[src/rtl/alu_carry_combiner.sv]
// Nibble-serial carry resolver: chains carry across p/g nibbles, emits sum nibbles plus final flags.
// Optional feature macro: ALU_CC_ZERO_FLAG_EN (builds the whole-result zero accumulator).
module alu_carry_combiner #(
    parameter int unsigned NIBBLES = 4,
    parameter int unsigned CNT_W   = 4
) (
    input  logic       clk,
    input  logic       rst_n,
    input  logic       start,
    input  logic       cin,
    input  logic       in_valid,
    output logic       in_ready,
    input  logic [3:0] p,
    input  logic [3:0] g,
    output logic       out_valid,
    input  logic       out_ready,
    output logic [3:0] sum,
    output logic       out_last,
    output logic       cout,
    output logic       ovf,
    output logic       zero,
    output logic       busy
);

    localparam int unsigned NIB_W = 4;

    typedef enum logic [1:0] {
        IDLE  = 2'd0,
        RUN   = 2'd1,
        DRAIN = 2'd2
    } state_t;

    state_t             state;
    state_t             state_nxt;
    logic [CNT_W-1:0]   count;
    logic               carry;
    logic               start_idle;
    logic               accept;
    logic               out_fire;
    logic               last_acc;
    logic [NIB_W:0]     c;
    logic [NIB_W-1:0]   s;

    assign start_idle = start && (state == IDLE);
    assign accept     = in_valid && in_ready;
    assign out_fire   = out_valid && out_ready;
    assign last_acc   = accept && (count == CNT_W'(NIBBLES - 1));

    // State register
    always_ff @(posedge clk or negedge rst_n) begin
        if (!rst_n) begin
            state <= IDLE;
        end else begin
            state <= state_nxt;
        end
    end

    // Next-state logic
    always_comb begin
        state_nxt = state;
        case (state)
            IDLE:    if (start)                 state_nxt = RUN;
            RUN:     if (last_acc)              state_nxt = DRAIN;
            DRAIN:   if (out_fire && out_last)  state_nxt = IDLE;
            default:                            state_nxt = IDLE;
        endcase
    end

    // State-decoded outputs; single-entry output buffer may refill in the cycle it drains
    always_comb begin
        in_ready = 1'b0;
        busy     = 1'b0;
        if (state == RUN) begin
            in_ready = !out_valid || out_ready;
        end
        if (state != IDLE) begin
            busy = 1'b1;
        end
    end

    // Ripple carry across the four bits of the accepted nibble
    always_comb begin
        c    = '0;
        c[0] = carry;
        for (int i = 0; i < NIB_W; i++) begin
            c[i+1] = g[i] | (p[i] & c[i]);
        end
        s = p ^ c[NIB_W-1:0];
    end

    always_ff @(posedge clk or negedge rst_n) begin
        if (!rst_n) begin
            carry     <= 1'b0;
            count     <= '0;
            out_valid <= 1'b0;
            sum       <= '0;
            out_last  <= 1'b0;
            cout      <= 1'b0;
            ovf       <= 1'b0;
        end else if (start_idle) begin
            carry <= cin;
            count <= '0;
        end else if (accept) begin
            carry     <= c[NIB_W];
            count     <= count + CNT_W'(1);
            sum       <= s;
            out_valid <= 1'b1;
            out_last  <= last_acc;
            cout      <= last_acc & c[NIB_W];
            ovf       <= last_acc & (c[NIB_W-1] ^ c[NIB_W]);
        end else if (out_fire) begin
            out_valid <= 1'b0;
            if (state == DRAIN) begin
                count <= '0;
            end
        end
    end

`ifdef ALU_CC_ZERO_FLAG_EN
    logic zero_acc;

    // Tracks whether every sum nibble so far has been zero
    always_ff @(posedge clk or negedge rst_n) begin
        if (!rst_n) begin
            zero_acc <= 1'b0;
            zero     <= 1'b0;
        end else if (start_idle) begin
            zero_acc <= 1'b1;
        end else if (accept) begin
            zero_acc <= zero_acc & (s == '0);
            zero     <= last_acc & zero_acc & (s == '0);
        end
    end
`else
    assign zero = 1'b0;
`endif

endmodule

[config.mk]
export PLATFORM = sky130hd
export DESIGN_NAME = alu_carry_combiner
export DESIGN_NICKNAME = d
export VERILOG_FILES = /design/src/rtl/alu_carry_combiner.sv
export SDC_FILE = /design/constraint.sdc
export NUM_CORES = 1
export LEC_CHECK = 0
export ABC_AREA = 1
export BUFFER_PORTS_ARGS = -buffer_cell sky130_fd_sc_hd__buf_2
export CAP_MARGIN = 0
export CELL_PAD_IN_SITES_DETAIL_PLACEMENT = 1
export CELL_PAD_IN_SITES_GLOBAL_PLACEMENT = 2
export CORE_ASPECT_RATIO = 1.2
export CORE_UTILIZATION = 29
export CTS_CLUSTER_SIZE = 20
export DETAILED_ROUTE_END_ITERATION = 10
export PLACE_DENSITY_LB_ADDON = 0.1
export REMOVE_ABC_BUFFERS = 1
export SLEW_MARGIN = 0
export SYNTH_ARGS = -nofsm -noshare
export SYNTH_HDL_FRONTEND = slang
export SYNTH_SLANG_ARGS = --single-unit
[constraint.sdc]
create_clock -name clk -period 6.6 [get_ports clk]
set_clock_uncertainty 0.05 [all_clocks]
set_input_delay 1.32 -clock clk [delete_from_list [all_inputs] [get_ports clk]]
set_output_delay 1.32 -clock clk [all_outputs]
set_load 0.02 [all_outputs]
==> flow_summary.yaml <==
synth:
  ys_seq_elements: 15
  ys_warn_count: 0
  netlist_area_um2: 835
  synth.yosys.seq_area_share_pct: 45.0
  yosys.area.top_type: "dfrtp_1"
  ys_types: 20
  syn_inst: 106
  avgSynthCellArea_um2: 7.87
  netlist.area_leader.share_pct: 45.0
  synth.area.top_cells: "dfrtp_1 45%, nand2_1 19%, ha_1 7.5%"
place:
  place.gp.congestion: 0.739
  port_buffers: 23
  numPlacedInstances: 160
  place_hpwl_um: 1460
  placed_area_um2: 972
clocking:
  cts_tree: "yes"
  numClockSinks: 15
  clock_path_buffers: 2
  cts-buffers-inserted: 3
  clock_latency_ps: 290
  clockRootBuffer: "clkbuf_4"
  htreeDepth: 1
  post_cts_buffers: 0
  path_clk_slew_ps: 90
  cts.hold.buffers_added: 0
  cts_resized: 0
sta:
  hold_violations: 0
  setup-tns-final_ps: 0
  rsz0062_at_grt: "false"
  setup_violations: 0
  max_freq_mhz: 318
  maxSlewViolCount: 0
  fin_crit_sh_pct: 47.6
  period_needed_ps: 3140
drt:
  wire_per_inst_um: 11.7
  drt_iter0_drc: 6
  drtAntennaViolNets: 0
  vias: 738
  dr.pass1.iters: 3
  wirelength_um: 1920
  drc: 0
  viasPerCell: 4.50
power_and_ir_drop:
  p_per_area_nw_per_um2: 388
  finalPower_mw: 0.388
  max-vdd-ir-drop_v: 0.000172
  leakage_nw: 0.589
critical_path:
  critPathMaxFanout: 3
  rr_worst_depth: 13
  arrival_ps: 1770
  worst_setup_path_start_kind: "primary input"
  required_ps: 5230
  path_class: "in2out"
  cp-end-kind: "primary output"
hold_path:
  hold_path.class: "reg2reg"
  hold_depth: 2
cells_and_area:
  num_antenna_cells: 0
  layout-drive-gt1-share_pct: 25.2
  fin_area_um2: 998
  final_util_pct: 38.0
  final_cell_count_no_fill: 164
  area_growth_pct: 19.6
  final_nets: 151
floorplan:
  die_w_um: 51.0
  row_count: 20
  core_area_um2: 2630
  io_pins: 25
  chipHeight_um: 60.8
  start_util_pct: 31.8
  die-area_um2: 3100
global_route:
  grt.total_usage_pct: 15.3
  grt_max_degree: 18
  grt_pass1_wl_um: 3390
  grt_pass1_vias: 764
  grt_overflow: 0
  antenna_found_initial: 0
job:
  cap_violations: 0
status:
  status: "completed"
-- registers in the layout, indices dropped and copies added, names as in the netlist --
register and flops:
sum 4, state 2, out_valid 1, cout 1, count 4, ovf 1
carry 1, out_last 1
-- cells in the mapped netlist (all sizes together) --
library cell,instances
o21ai,1
nand4,5
xnor2,1
a21oi,1
nand3,6
or2,3
nor2,8
nand2,44
dfrtp,15
xor2,1
inv,13
buf,2
ha,5
conb,1
-- power by group --
| group | internal (mW) | leakage, nW | total (mW) | switching, mW |
|---|---|---|---|---|
| combinational | 0.0610 | 0.384 | 0.175 | 0.114 |
| clock | 0.0235 | 0.0150 | 0.0538 | 0.0303 |
| sequential | 0.129 | 0.191 | 0.159 | 0.0309 |
-- placed cells by master (no fill, tap or decap), types with 2 or more instances in the layout --
cell type	count
ha_1	5
or2_2	2
nand2_1	43
nand4_1	5
dfrtp_1	15
nand3_1	5
buf_2	23
inv_1	11
clkbuf_4	3
nor2_1	7
inv_2	2
-- layout make-up --
type	instances	area (um2)
inverter	13	48.8
tap	33	41.3
fill	348	1630
multi-input combinational	76	392
timing repair buffer	23	115
sequential	15	375
clock buffer	4	26.3
-- critical path, cell delays in order --
cell and delay [ps]:
buf_2 100, nor2_1 50, nor2_1 120, buf_2 180
-- kinds of logic (layout without fill, tap and decap cells) --
group / Yosys count / in the layout / share of synthesized area (%)
fa+ha+maj: 5 / 5 / 7.50
simple gates: 66 / 66 / 35.7
xor+xnor: 2 / 2 / 2.10
flops: 15 / 15 / 45.0
other cells: 1 / 1 / 0.449
buf+inv: 15 / 40 / 8.10
compound gates: 2 / 2 / 1.20
-- final timing paths --
| kind | start | end | slack (ps) |
|---|---|---|---|
| hold reg to reg | ovf | ovf | 430 |
| setup reg to reg | carry | ovf | 4190 |
| min in group asynchronous | rst_n | state[1] | 870 |
| hold / removal | ovf | ovf | 430 |
| max in group asynchronous | rst_n | sum[1] | 5370 |
| setup / recovery | out_ready | in_ready | 3460 |
-- layer usage --
metal / global-route usage (%) / part of all wire [%]
met5: 0 / 0
met2: 25.4 / 48
met1: 18.8 / 45
met3: 2.26 / 3.9
met4: 9.52 / 2.8
-- through the flow --
step / hold slack, ps / setup slack [ps]
3_5_place_dp: 414 / 3120
5_1_grt: 476 / 3310
4_1_cts: 439 / 3440
3_3_place_gp: 409 / 3190
6_report: 434 / 3460
2_1_floorplan: 430 / 3360
(Power assumes the default switching activity.)
